$ cat src/rtl/tracker_pkg.sv
`default_nettype none
// ============================================================================
// Module   : tracker_pkg
// Purpose  : Shared types and constants for the paddle target tracker.
//            - state_t    : tracker FSM states
//            - widths     : coordinate, pixel count and signed delta widths
//            - defaults   : active frame geometry
// Revision : 1.0  initial release
// ============================================================================
package tracker_pkg;

    localparam int c_COORD_W   = 10;
    localparam int c_CNT_W     = 19;
    localparam int c_DELTA_W   = 11;

    localparam int c_H_ACT_DEF = 640;
    localparam int c_V_ACT_DEF = 480;

    // Initial extremes of the bounding box: min at the top of the range and
    // max at the bottom, so the first target pixel overwrites both.
    localparam logic [c_COORD_W-1:0] c_COORD_MAX = '1;
    localparam logic [c_COORD_W-1:0] c_COORD_MIN = '0;

    typedef enum logic [1:0] {
        IDLE   = 2'd0,
        ACCUM  = 2'd1,
        COMMIT = 2'd2
    } state_t;

endpackage : tracker_pkg
`default_nettype wire

$ cat src/rtl/target_tracker_if.sv
`default_nettype none
// ============================================================================
// Module   : target_tracker_if
// Purpose  : Pixel-stream input and per-frame object estimate of the tracker.
// Ports    : pix_en, x_pixel, y_pixel, is_target_color   (stream -> tracker)
//            track_valid, obj_x/y/w/h, obj_dx/dy,
//            pix_count, frame_done                       (tracker -> users)
//            master : pixel source / estimate consumer
//            slave  : tracker
// Revision : 1.0  initial release
// ============================================================================
interface target_tracker_if;
    import tracker_pkg::*;

    logic                        pix_en;
    logic [c_COORD_W-1:0]        x_pixel;
    logic [c_COORD_W-1:0]        y_pixel;
    logic                        is_target_color;

    logic                        track_valid;
    logic [c_COORD_W-1:0]        obj_x;
    logic [c_COORD_W-1:0]        obj_y;
    logic [c_COORD_W-1:0]        obj_w;
    logic [c_COORD_W-1:0]        obj_h;
    logic signed [c_DELTA_W-1:0] obj_dx;
    logic signed [c_DELTA_W-1:0] obj_dy;
    logic [c_CNT_W-1:0]          pix_count;
    logic                        frame_done;

    modport master (
        output pix_en, x_pixel, y_pixel, is_target_color,
        input  track_valid, obj_x, obj_y, obj_w, obj_h,
               obj_dx, obj_dy, pix_count, frame_done
    );

    modport slave (
        input  pix_en, x_pixel, y_pixel, is_target_color,
        output track_valid, obj_x, obj_y, obj_w, obj_h,
               obj_dx, obj_dy, pix_count, frame_done
    );

endinterface : target_tracker_if
`default_nettype wire

$ cat src/rtl/target_bbox_accum.sv
`default_nettype none
// ============================================================================
// Module   : target_bbox_accum
// Purpose  : Bounding-box and hit-count accumulator for one frame.
// Ports    : clk, reset             clock, synchronous active-high reset
//            clear_i                return accumulators to their empty values
//            sample_i               a qualified pixel is present this cycle
//            hit_i                  that pixel matches the target colour
//            x_i, y_i               pixel coordinates
//            min_x_o..max_y_o       current bounding box
//            cnt_o                  target pixels seen (saturating)
//            clear_i and sample_i together restart the frame with that pixel.
// Revision : 1.0  initial release
// ============================================================================
module target_bbox_accum
    import tracker_pkg::*;
(
    input  wire logic                 clk,
    input  wire logic                 reset,
    input  wire logic                 clear_i,
    input  wire logic                 sample_i,
    input  wire logic                 hit_i,
    input  wire logic [c_COORD_W-1:0] x_i,
    input  wire logic [c_COORD_W-1:0] y_i,
    output logic      [c_COORD_W-1:0] min_x_o,
    output logic      [c_COORD_W-1:0] max_x_o,
    output logic      [c_COORD_W-1:0] min_y_o,
    output logic      [c_COORD_W-1:0] max_y_o,
    output logic      [c_CNT_W-1:0]   cnt_o
);

    logic [c_COORD_W-1:0] min_x_q, min_x_d, max_x_q, max_x_d;
    logic [c_COORD_W-1:0] min_y_q, min_y_d, max_y_q, max_y_d;
    logic [c_CNT_W-1:0]   cnt_q, cnt_d;

    // Starting point for this cycle's update: either the running values or,
    // when clearing, the empty-frame values so a restart pixel still counts.
    logic [c_COORD_W-1:0] w_min_x_b, w_max_x_b, w_min_y_b, w_max_y_b;
    logic [c_CNT_W-1:0]   w_cnt_b;

    always_comb begin
        w_min_x_b = clear_i ? c_COORD_MAX : min_x_q;
        w_max_x_b = clear_i ? c_COORD_MIN : max_x_q;
        w_min_y_b = clear_i ? c_COORD_MAX : min_y_q;
        w_max_y_b = clear_i ? c_COORD_MIN : max_y_q;
        w_cnt_b   = clear_i ? '0          : cnt_q;

        min_x_d = w_min_x_b;
        max_x_d = w_max_x_b;
        min_y_d = w_min_y_b;
        max_y_d = w_max_y_b;
        cnt_d   = w_cnt_b;

        if (sample_i && hit_i) begin
            if (x_i < w_min_x_b) min_x_d = x_i;
            if (x_i > w_max_x_b) max_x_d = x_i;
            if (y_i < w_min_y_b) min_y_d = y_i;
            if (y_i > w_max_y_b) max_y_d = y_i;
            if (w_cnt_b != '1)   cnt_d   = w_cnt_b + c_CNT_W'(1);
        end
    end

    always_ff @(posedge clk) begin
        if (reset) begin
            min_x_q <= c_COORD_MAX;
            max_x_q <= c_COORD_MIN;
            min_y_q <= c_COORD_MAX;
            max_y_q <= c_COORD_MIN;
            cnt_q   <= '0;
        end else begin
            min_x_q <= min_x_d;
            max_x_q <= max_x_d;
            min_y_q <= min_y_d;
            max_y_q <= max_y_d;
            cnt_q   <= cnt_d;
        end
    end

    assign min_x_o = min_x_q;
    assign max_x_o = max_x_q;
    assign min_y_o = min_y_q;
    assign max_y_o = max_y_q;
    assign cnt_o   = cnt_q;

endmodule : target_bbox_accum
`default_nettype wire

$ cat src/rtl/target_tracker.sv
`default_nettype none
// ============================================================================
// Module   : target_tracker
// Purpose  : Once-per-frame paddle estimate from per-pixel target hits.
//            Aligns to pixel (0,0), accumulates a bounding box over the
//            frame, and on the last active pixel commits centre, size,
//            velocity, pixel count and track status with a frame_done pulse.
// Ports    : clk    pixel clock
//            reset  synchronous active-high reset
//            trk    target_tracker_if.slave (pixel stream in, estimate out)
// Revision : 1.0  initial release
// ============================================================================
module target_tracker
    import tracker_pkg::*;
#(
    parameter int H_ACT       = c_H_ACT_DEF,
    parameter int V_ACT       = c_V_ACT_DEF,
    parameter int MIN_COUNT   = 64,
    parameter int LOST_FRAMES = 4
)(
    input  wire logic       clk,
    input  wire logic       reset,
    target_tracker_if.slave trk
);

    localparam logic [c_COORD_W-1:0] c_X_LAST = c_COORD_W'(H_ACT - 1);
    localparam logic [c_COORD_W-1:0] c_Y_LAST = c_COORD_W'(V_ACT - 1);
    localparam logic [3:0]           c_LOST   = 4'(LOST_FRAMES);

    state_t state_q, state_d;
    logic   w_clear, w_sample, w_commit;
    logic   w_is_start, w_is_end;

    logic [c_COORD_W-1:0] w_min_x, w_max_x, w_min_y, w_max_y;
    logic [c_CNT_W-1:0]   w_cnt;

    assign w_is_start = trk.pix_en && (trk.x_pixel == '0) && (trk.y_pixel == '0);
    assign w_is_end   = trk.pix_en && (trk.x_pixel == c_X_LAST)
                                   && (trk.y_pixel == c_Y_LAST);

    // ------------------------------------------------------------------
    // Frame FSM
    // ------------------------------------------------------------------
    always_ff @(posedge clk) begin
        if (reset) state_q <= IDLE;
        else       state_q <= state_d;
    end

    always_comb begin
        state_d  = state_q;
        w_clear  = 1'b0;
        w_sample = 1'b0;
        w_commit = 1'b0;
        case (state_q)
            IDLE: begin
                if (w_is_start) begin
                    w_clear  = 1'b1;
                    w_sample = 1'b1;
                    state_d  = ACCUM;
                end
            end
            ACCUM: begin
                if (trk.pix_en) begin
                    w_sample = 1'b1;
                    // A fresh (0,0) either opens the next frame after a commit
                    // (accumulators already empty) or signals an upstream resync;
                    // both cases restart from this pixel.
                    if (w_is_start)    w_clear = 1'b1;
                    else if (w_is_end) state_d = COMMIT;
                end
            end
            COMMIT: begin
                w_commit = 1'b1;
                w_clear  = 1'b1;
                state_d  = ACCUM;
            end
            default: state_d = IDLE;
        endcase
    end

    target_bbox_accum u_accum (
        .clk      (clk),
        .reset    (reset),
        .clear_i  (w_clear),
        .sample_i (w_sample),
        .hit_i    (trk.is_target_color),
        .x_i      (trk.x_pixel),
        .y_i      (trk.y_pixel),
        .min_x_o  (w_min_x),
        .max_x_o  (w_max_x),
        .min_y_o  (w_min_y),
        .max_y_o  (w_max_y),
        .cnt_o    (w_cnt)
    );

    // ------------------------------------------------------------------
    // Commit datapath
    // ------------------------------------------------------------------
    logic                        track_valid_q;
    logic [c_COORD_W-1:0]        obj_x_q, obj_y_q, obj_w_q, obj_h_q;
    logic signed [c_DELTA_W-1:0] obj_dx_q, obj_dy_q;
    logic [c_CNT_W-1:0]          pix_count_q;
    logic                        frame_done_q;
    logic [3:0]                  lost_cnt_q;

    logic                        w_hit;
    logic [c_COORD_W:0]          w_sum_x, w_sum_y;
    logic [c_COORD_W-1:0]        w_cx, w_cy, w_bw, w_bh;
    logic signed [c_DELTA_W-1:0] w_dx, w_dy;
    logic [3:0]                  w_lost_next;

    assign w_hit   = (w_cnt >= c_CNT_W'(MIN_COUNT));
    assign w_sum_x = {1'b0, w_min_x} + {1'b0, w_max_x};
    assign w_sum_y = {1'b0, w_min_y} + {1'b0, w_max_y};
    assign w_cx    = c_COORD_W'(w_sum_x >> 1);
    assign w_cy    = c_COORD_W'(w_sum_y >> 1);
    assign w_bw    = w_max_x - w_min_x + c_COORD_W'(1);
    assign w_bh    = w_max_y - w_min_y + c_COORD_W'(1);

    // Velocity is only meaningful against a centre from a tracked frame.
    assign w_dx = track_valid_q ? $signed({1'b0, w_cx} - {1'b0, obj_x_q}) : '0;
    assign w_dy = track_valid_q ? $signed({1'b0, w_cy} - {1'b0, obj_y_q}) : '0;

    assign w_lost_next = (lost_cnt_q >= c_LOST) ? c_LOST : lost_cnt_q + 4'd1;

    always_ff @(posedge clk) begin
        if (reset) begin
            track_valid_q <= 1'b0;
            obj_x_q       <= '0;
            obj_y_q       <= '0;
            obj_w_q       <= '0;
            obj_h_q       <= '0;
            obj_dx_q      <= '0;
            obj_dy_q      <= '0;
            pix_count_q   <= '0;
            frame_done_q  <= 1'b0;
            lost_cnt_q    <= c_LOST;
        end else begin
            frame_done_q <= w_commit;
            if (w_commit) begin
                pix_count_q <= w_cnt;
                if (w_hit) begin
                    obj_x_q       <= w_cx;
                    obj_y_q       <= w_cy;
                    obj_w_q       <= w_bw;
                    obj_h_q       <= w_bh;
                    obj_dx_q      <= w_dx;
                    obj_dy_q      <= w_dy;
                    track_valid_q <= 1'b1;
                    lost_cnt_q    <= '0;
                end else begin
                    obj_dx_q   <= '0;
                    obj_dy_q   <= '0;
                    lost_cnt_q <= w_lost_next;
                    if (w_lost_next == c_LOST) track_valid_q <= 1'b0;
                end
            end
        end
    end

    assign trk.track_valid = track_valid_q;
    assign trk.obj_x       = obj_x_q;
    assign trk.obj_y       = obj_y_q;
    assign trk.obj_w       = obj_w_q;
    assign trk.obj_h       = obj_h_q;
    assign trk.obj_dx      = obj_dx_q;
    assign trk.obj_dy      = obj_dy_q;
    assign trk.pix_count   = pix_count_q;
    assign trk.frame_done  = frame_done_q;

endmodule : target_tracker
`default_nettype wire
$ cat src/flat_wrapper.sv
// flat-port wrapper written by rule: the top's interface ports become plain ports
module target_tracker_flat import tracker_pkg::*;
#(
    parameter int H_ACT       = c_H_ACT_DEF,
    parameter int V_ACT       = c_V_ACT_DEF,
    parameter int MIN_COUNT   = 64,
    parameter int LOST_FRAMES = 4
)
  (clk, reset, trk_pix_en, trk_x_pixel, trk_y_pixel, trk_is_target_color, trk_track_valid, trk_obj_x, trk_obj_y, trk_obj_w, trk_obj_h, trk_obj_dx, trk_obj_dy, trk_pix_count, trk_frame_done);
  target_tracker_if trk_i ();
  input  wire logic clk;
  input  wire logic reset;
  input wire logic [$bits(trk_i.pix_en)-1:0] trk_pix_en;
  input wire logic [$bits(trk_i.x_pixel)-1:0] trk_x_pixel;
  input wire logic [$bits(trk_i.y_pixel)-1:0] trk_y_pixel;
  input wire logic [$bits(trk_i.is_target_color)-1:0] trk_is_target_color;
  output wire logic [$bits(trk_i.track_valid)-1:0] trk_track_valid;
  output wire logic [$bits(trk_i.obj_x)-1:0] trk_obj_x;
  output wire logic [$bits(trk_i.obj_y)-1:0] trk_obj_y;
  output wire logic [$bits(trk_i.obj_w)-1:0] trk_obj_w;
  output wire logic [$bits(trk_i.obj_h)-1:0] trk_obj_h;
  output wire logic [$bits(trk_i.obj_dx)-1:0] trk_obj_dx;
  output wire logic [$bits(trk_i.obj_dy)-1:0] trk_obj_dy;
  output wire logic [$bits(trk_i.pix_count)-1:0] trk_pix_count;
  output wire logic [$bits(trk_i.frame_done)-1:0] trk_frame_done;
  assign trk_i.pix_en = trk_pix_en;
  assign trk_i.x_pixel = trk_x_pixel;
  assign trk_i.y_pixel = trk_y_pixel;
  assign trk_i.is_target_color = trk_is_target_color;
  assign trk_track_valid = trk_i.track_valid;
  assign trk_obj_x = trk_i.obj_x;
  assign trk_obj_y = trk_i.obj_y;
  assign trk_obj_w = trk_i.obj_w;
  assign trk_obj_h = trk_i.obj_h;
  assign trk_obj_dx = trk_i.obj_dx;
  assign trk_obj_dy = trk_i.obj_dy;
  assign trk_pix_count = trk_i.pix_count;
  assign trk_frame_done = trk_i.frame_done;
  target_tracker #(.H_ACT(H_ACT), .V_ACT(V_ACT), .MIN_COUNT(MIN_COUNT), .LOST_FRAMES(LOST_FRAMES)) u_core (.clk(clk), .reset(reset), .trk(trk_i));
endmodule
$ cat config.mk
export PLATFORM = sky130hd
export DESIGN_NAME = target_tracker_flat
export DESIGN_NICKNAME = d
export VERILOG_FILES = /design/src/rtl/tracker_pkg.sv /design/src/rtl/target_tracker_if.sv /design/src/rtl/target_bbox_accum.sv /design/src/rtl/target_tracker.sv /design/src/flat_wrapper.sv
export SDC_FILE = /design/constraint.sdc
export NUM_CORES = 1
export LEC_CHECK = 0
export ABC_CLOCK_PERIOD_IN_PS = 6990
export BUFFER_PORTS_ARGS = -buffer_cell sky130_fd_sc_hd__buf_2
export CAP_MARGIN = 20
export CORE_MARGIN = 8
export CORE_UTILIZATION = 65
export CTS_CLUSTER_DIAMETER = 30
export CTS_CLUSTER_SIZE = 24
export DETAILED_ROUTE_END_ITERATION = 10
export GPL_TIMING_DRIVEN = 0
export PLACE_DENSITY = 0.94
export SLEW_MARGIN = 20
export SYNTH_ARGS = -nofsm -noshare
export SYNTH_HDL_FRONTEND = slang
export SYNTH_HIERARCHICAL = 1
export SYNTH_SLANG_ARGS = --single-unit
export TNS_END_PERCENT = 30
$ cat constraint.sdc
create_clock -name clk -period 6.99 [get_ports clk]
set_clock_uncertainty 0.2 [all_clocks]
set_input_delay 0.699 -clock clk [delete_from_list [all_inputs] [get_ports clk]]
set_output_delay 0.699 -clock clk [all_outputs]
set_load 0.005 [all_outputs]
==> impl_summary.md <==
Pwr
The completed layout was analyzed and its total power is between 1.5 and 2 mW. Net switching is between 20% and 30% of the power. Registers are responsible for roughly 46% of the overall power. For this design the ratio of total power to cell area is around 160 mW/mm².

The switching power is approximately 420 µW. The internal power of the cells totals around 1.4 mW. In this run the static leakage power is a little under 5 nW. Combinational logic burns under 10% of the power. The relative contribution of the clock network to total power is slightly below 50%.

The maximum vdd ir drop is 0.182 mV.

Worst setup path
The worst-path maximum fanout is 10. The critical path is of the input port to flop type. The critical path launch point type is an input port. STA classifies the critical path endpoint as a flop. The arrival time of the worst setup path is approximately 5.4 ns. The required time of the worst setup path is 7.16 ns. In this run the register-to-register setup slack is ~2.2 ns.

GRT
The largest net degree at the start of global routing is 17. The first-pass GRT wire length is ~47000 µm. The number of antenna violations at the first check in global routing is 0. For this run the aggregate overflow at the end of global routing stands at 0. The total routing usage reported by global routing is around 30%. The number of global-route vias before repair is approximately 9600.

Route
After detailed routing, the average wire length per cell comes to 19.4 µm. In the routed design, unresolved DRC markers number 0. The detail route stage leaves a number of antenna-violating nets equal to 0. The count of vias placed by the detailed router is ~9800. The first-pass iteration count of the detailed router is 6. The first routing iteration left around 1300 violations. The routed wire length is 29100 µm. The vias per cell is about 6.5.

Logic synthesis
The fraction of post-synthesis cell area in the top cell type by area is 30.2%. The count of distinct cell types in the synthesized netlist is 82. The fraction of registers with async set/reset is 0%.

The share of the Yosys chip area taken by registers is between 30% and 40%. Yosys instantiated no cell more often than sky130_fd_sc_hd__dfxtp_1. The most common flop cell mapped by yosys is sky130_fd_sc_hd__dfxtp_1.

Counting instances in the post-synthesis netlist gives the leading cell types as 148 x sky130_fd_sc_hd__dfxtp_1, 120 x sky130_fd_sc_hd__nor2_1, 114 x sky130_fd_sc_hd__ha_1. The number of nets handed over by synthesis was ~1300. The synthesized area divided by synthesized cell count is approximately 8.4 µm².

The biggest area contributor in the post-synthesis netlist is sky130_fd_sc_hd__dfxtp_1. The number of synthesized flops with an enable pin is 0. During synthesis, Yosys emitted a total of 6 warnings. In the post-synthesis netlist, the biggest area contributors are sky130_fd_sc_hd__dfxtp_1 30%, sky130_fd_sc_hd__ha_1 15%, sky130_fd_sc_hd__nor2_1 4.6%, sky130_fd_sc_hd__a21oi_1 4.5%, sky130_fd_sc_hd__nand2_1 3.4%.

The cell area that synthesis handed to floorplanning was 0.00982 mm². The synthesized netlist cell count is between 1000 and 1500. Synthesis inferred ~150 register bits.

Clocking
Once the clock tree was built, the setup fixing pass inserted 0 buffers. The H-tree was split into 4 levels. The number of instances resized during post-cts repair is 0. The TritonCTS clock tree is yes. The maximum count of clock buffers along a single path is 2. CTS saw around 150 sinks.

For this design, the CTS-stage hold fixing added 0 buffers. Clock latency on the worst-skew pair, taken at its later pin, is about 0.43 ns. The TritonCTS buffer count is 17. The clock tree root driver cell is sky130_fd_sc_hd__clkbuf_16. After clock tree synthesis, the clock-pin slew on the worst setup and hold paths is 0.06 ns.

Cells and area
The multi-input combinational cells in the finished layout cover a total of between 0.006 and 0.007 mm². The growth of design area from synthesis to finish is 13.6%. The final antenna diode count is 0.

After the last flow step, the layout net total stands at about 1400. The cell area after layout is roughly 0.011 mm². The count of fill cells added during filler insertion is ~1000. Summing all flip-flop and latch instances after layout gives between 0.002 and 0.003 mm². Cells with a size suffix above 1 make up 13.7% of the layout.

For this run, the share of the core covered by cells in the final layout is around 74%.

STA
The worst path uses about three quarters of the clock period. The transition time at the pin with the least slew margin is between 0.9 and 1 ns. Setup slack on the critical path of the routed design comes to 1.81 ns. The minimum period implied by the final worst setup slack is just over 5 ns. The upper clock frequency limit is 0.193 GHz.

Setup violations remaining at the end of the flow were counted as 0. In this run the tightest slew margin relative to its limit is a little under two fifths. The max-slew violation count is 0. The setup TNS is 0 ns. The count of endpoints failing hold in the final timing report was 0. Setup repair after global routing left no endpoint under its margin.

Place
The routability congestion estimate is roughly 1.0. The count of buffers added on input and output ports is about 110. The area of placed instances is roughly 0.011 mm². The worst slack after detailed placement is ~1.6 ns. The HPWL after detailed placement is 21300 µm.

Floorplan
The die covers about 0.019 mm². For this configuration, the core starts out at a cell density of about 66%. The die is around 140 µm wide.

The floorplan row count is 45. The floorplan core area is roughly 0.015 mm². The die height is ~140 µm. Pin placement for this block handled between 100 and 150 I/O pins.

Flow run
Max-cap violations in this run came to 0.

Run status
The run finished with clean final reports.

Worst hold path
The path class of the tightest hold or removal check is flop to flop.
## registers in the layout, indices dropped and copies added, names as in the netlist
name                    flops
u_core/trk.obj_dy          11
u_core/trk.track_valid      1
u_core/u_accum/max_x_o     10
u_core/state_q              2
u_core/u_accum/max_y_o     10
u_core/trk.pix_count       19
u_core/lost_cnt_q           4
u_core/u_accum/cnt_o       19
u_core/trk.frame_done       1
u_core/trk.obj_dx          11
u_core/u_accum/min_x_o     10
u_core/trk.obj_x           10
u_core/trk.obj_w           10
u_core/trk.obj_y           10
u_core/u_accum/min_y_o     10
u_core/trk.obj_h           10
## layout make-up
| type | count | share of cell area [%] |
|---|---|---|
| plain buffers | 62 | 2.52 |
| clock buffers | 22 | 4.25 |
| clock inverters | 9 | 0.931 |
| inverters | 70 | 2.36 |
| multi-input cells | 894 | 56.6 |
| flip-flops and latches | 148 | 26.6 |
| well taps | 188 | 2.11 |
| repair buffers | 105 | 4.71 |
## per-stage QoR
step,std cells,hold slack (ns)
after floorplan,1174,0.248
after global placement,1467,0.232
after detailed placement,1467,0.236
after CTS,1498,0.249
after global routing,1498,0.265
final,1498,0.247
## worst paths after layout
check | start | to | cells past startpoint
max | trk_y_pixel[4] | u_core/u_accum/min_x_o[2]$_SDFF_PP1_ | 17
min | u_core/trk.obj_dy[8]$_SDFFE_PP0P_ | u_core/trk.obj_dy[8]$_SDFFE_PP0P_ | 1
max reg2reg | u_core/state_q[0]$_SDFFE_PP0P_ | u_core/u_accum/min_x_o[2]$_SDFF_PP1_ | 16
min reg2reg | u_core/trk.obj_dy[8]$_SDFFE_PP0P_ | u_core/trk.obj_dy[8]$_SDFFE_PP0P_ | 1
## placed cells by master, fill, tap and decap left out, types with 11 or more instances in the layout
cell                        count
sky130_fd_sc_hd__dfxtp_1      148
sky130_fd_sc_hd__nor2_1       120
sky130_fd_sc_hd__buf_2        117
sky130_fd_sc_hd__ha_1         114
sky130_fd_sc_hd__nand2_1       89
sky130_fd_sc_hd__a21oi_1       88
sky130_fd_sc_hd__inv_1         68
sky130_fd_sc_hd__nor3_1        51
sky130_fd_sc_hd__clkbuf_1      41
sky130_fd_sc_hd__xnor2_1       35
sky130_fd_sc_hd__nand2b_1      34
sky130_fd_sc_hd__o21a_1        28
sky130_fd_sc_hd__o21ai_0       22
sky130_fd_sc_hd__a211oi_1      22
sky130_fd_sc_hd__nor2b_1       21
sky130_fd_sc_hd__nor4_1        20
sky130_fd_sc_hd__nand4_1       20
sky130_fd_sc_hd__o31ai_1       19
sky130_fd_sc_hd__nand4b_1      19
sky130_fd_sc_hd__clkbuf_16     17
sky130_fd_sc_hd__xor2_1        12
sky130_fd_sc_hd__nand3_1       12
sky130_fd_sc_hd__mux2i_1       12
sky130_fd_sc_hd__a21o_1        11
## cell families after synthesis
| family | synth area share [%] |
|---|---|
| and+or+nand+nor | 23.8 |
| xor gates and xnor gates | 4.19 |
| muxes | 1.22 |
| DFF | 30.2 |
| buffers and inverters | 5.54 |
| AOI/OAI and AO/OA | 19.3 |
| adders and majority gates | 15.8 |
## power groups by stage
stage / sequential [mW] / combinational [mW] / clock, mW
6_report: 0.843 / 0.0805 / 0.909
4_1_cts: 0.844 / 0.0777 / 0.909
3_3_place_gp: 0.862 / 0.0747 / 0
3_5_place_dp: 0.862 / 0.0767 / 0
2_1_floorplan: 0.862 / 0.0430 / 0
5_1_grt: 0.843 / 0.0872 / 0.944
## critical path, stage by stage
cell                       delay (ns)
sky130_fd_sc_hd__buf_2           0.14
sky130_fd_sc_hd__nor4_1          0.46
sky130_fd_sc_hd__and4_1          0.32
sky130_fd_sc_hd__nand4_1         0.20
sky130_fd_sc_hd__o21ai_0         0.54
sky130_fd_sc_hd__buf_6           0.24
sky130_fd_sc_hd__buf_2           0.26
sky130_fd_sc_hd__buf_2           0.26
sky130_fd_sc_hd__buf_1           0.42
sky130_fd_sc_hd__nor2_1          0.12
sky130_fd_sc_hd__ha_1            0.33
sky130_fd_sc_hd__nand2_1         0.09
sky130_fd_sc_hd__o211ai_1        0.24
sky130_fd_sc_hd__clkbuf_1        0.43
sky130_fd_sc_hd__nor3_1          0.11
sky130_fd_sc_hd__a221oi_1        0.30
sky130_fd_sc_hd__o21a_1          0.18
## layer usage
layer	part of all wire, %	wire (µm)	global-route usage (%)
met3	10	2990	8.06
met4	4.3	1260	16.8
met2	46	13500	48.8
met1	39	11400	34.5
met5	0	0	0
Power figures use the tool's default switching activity.
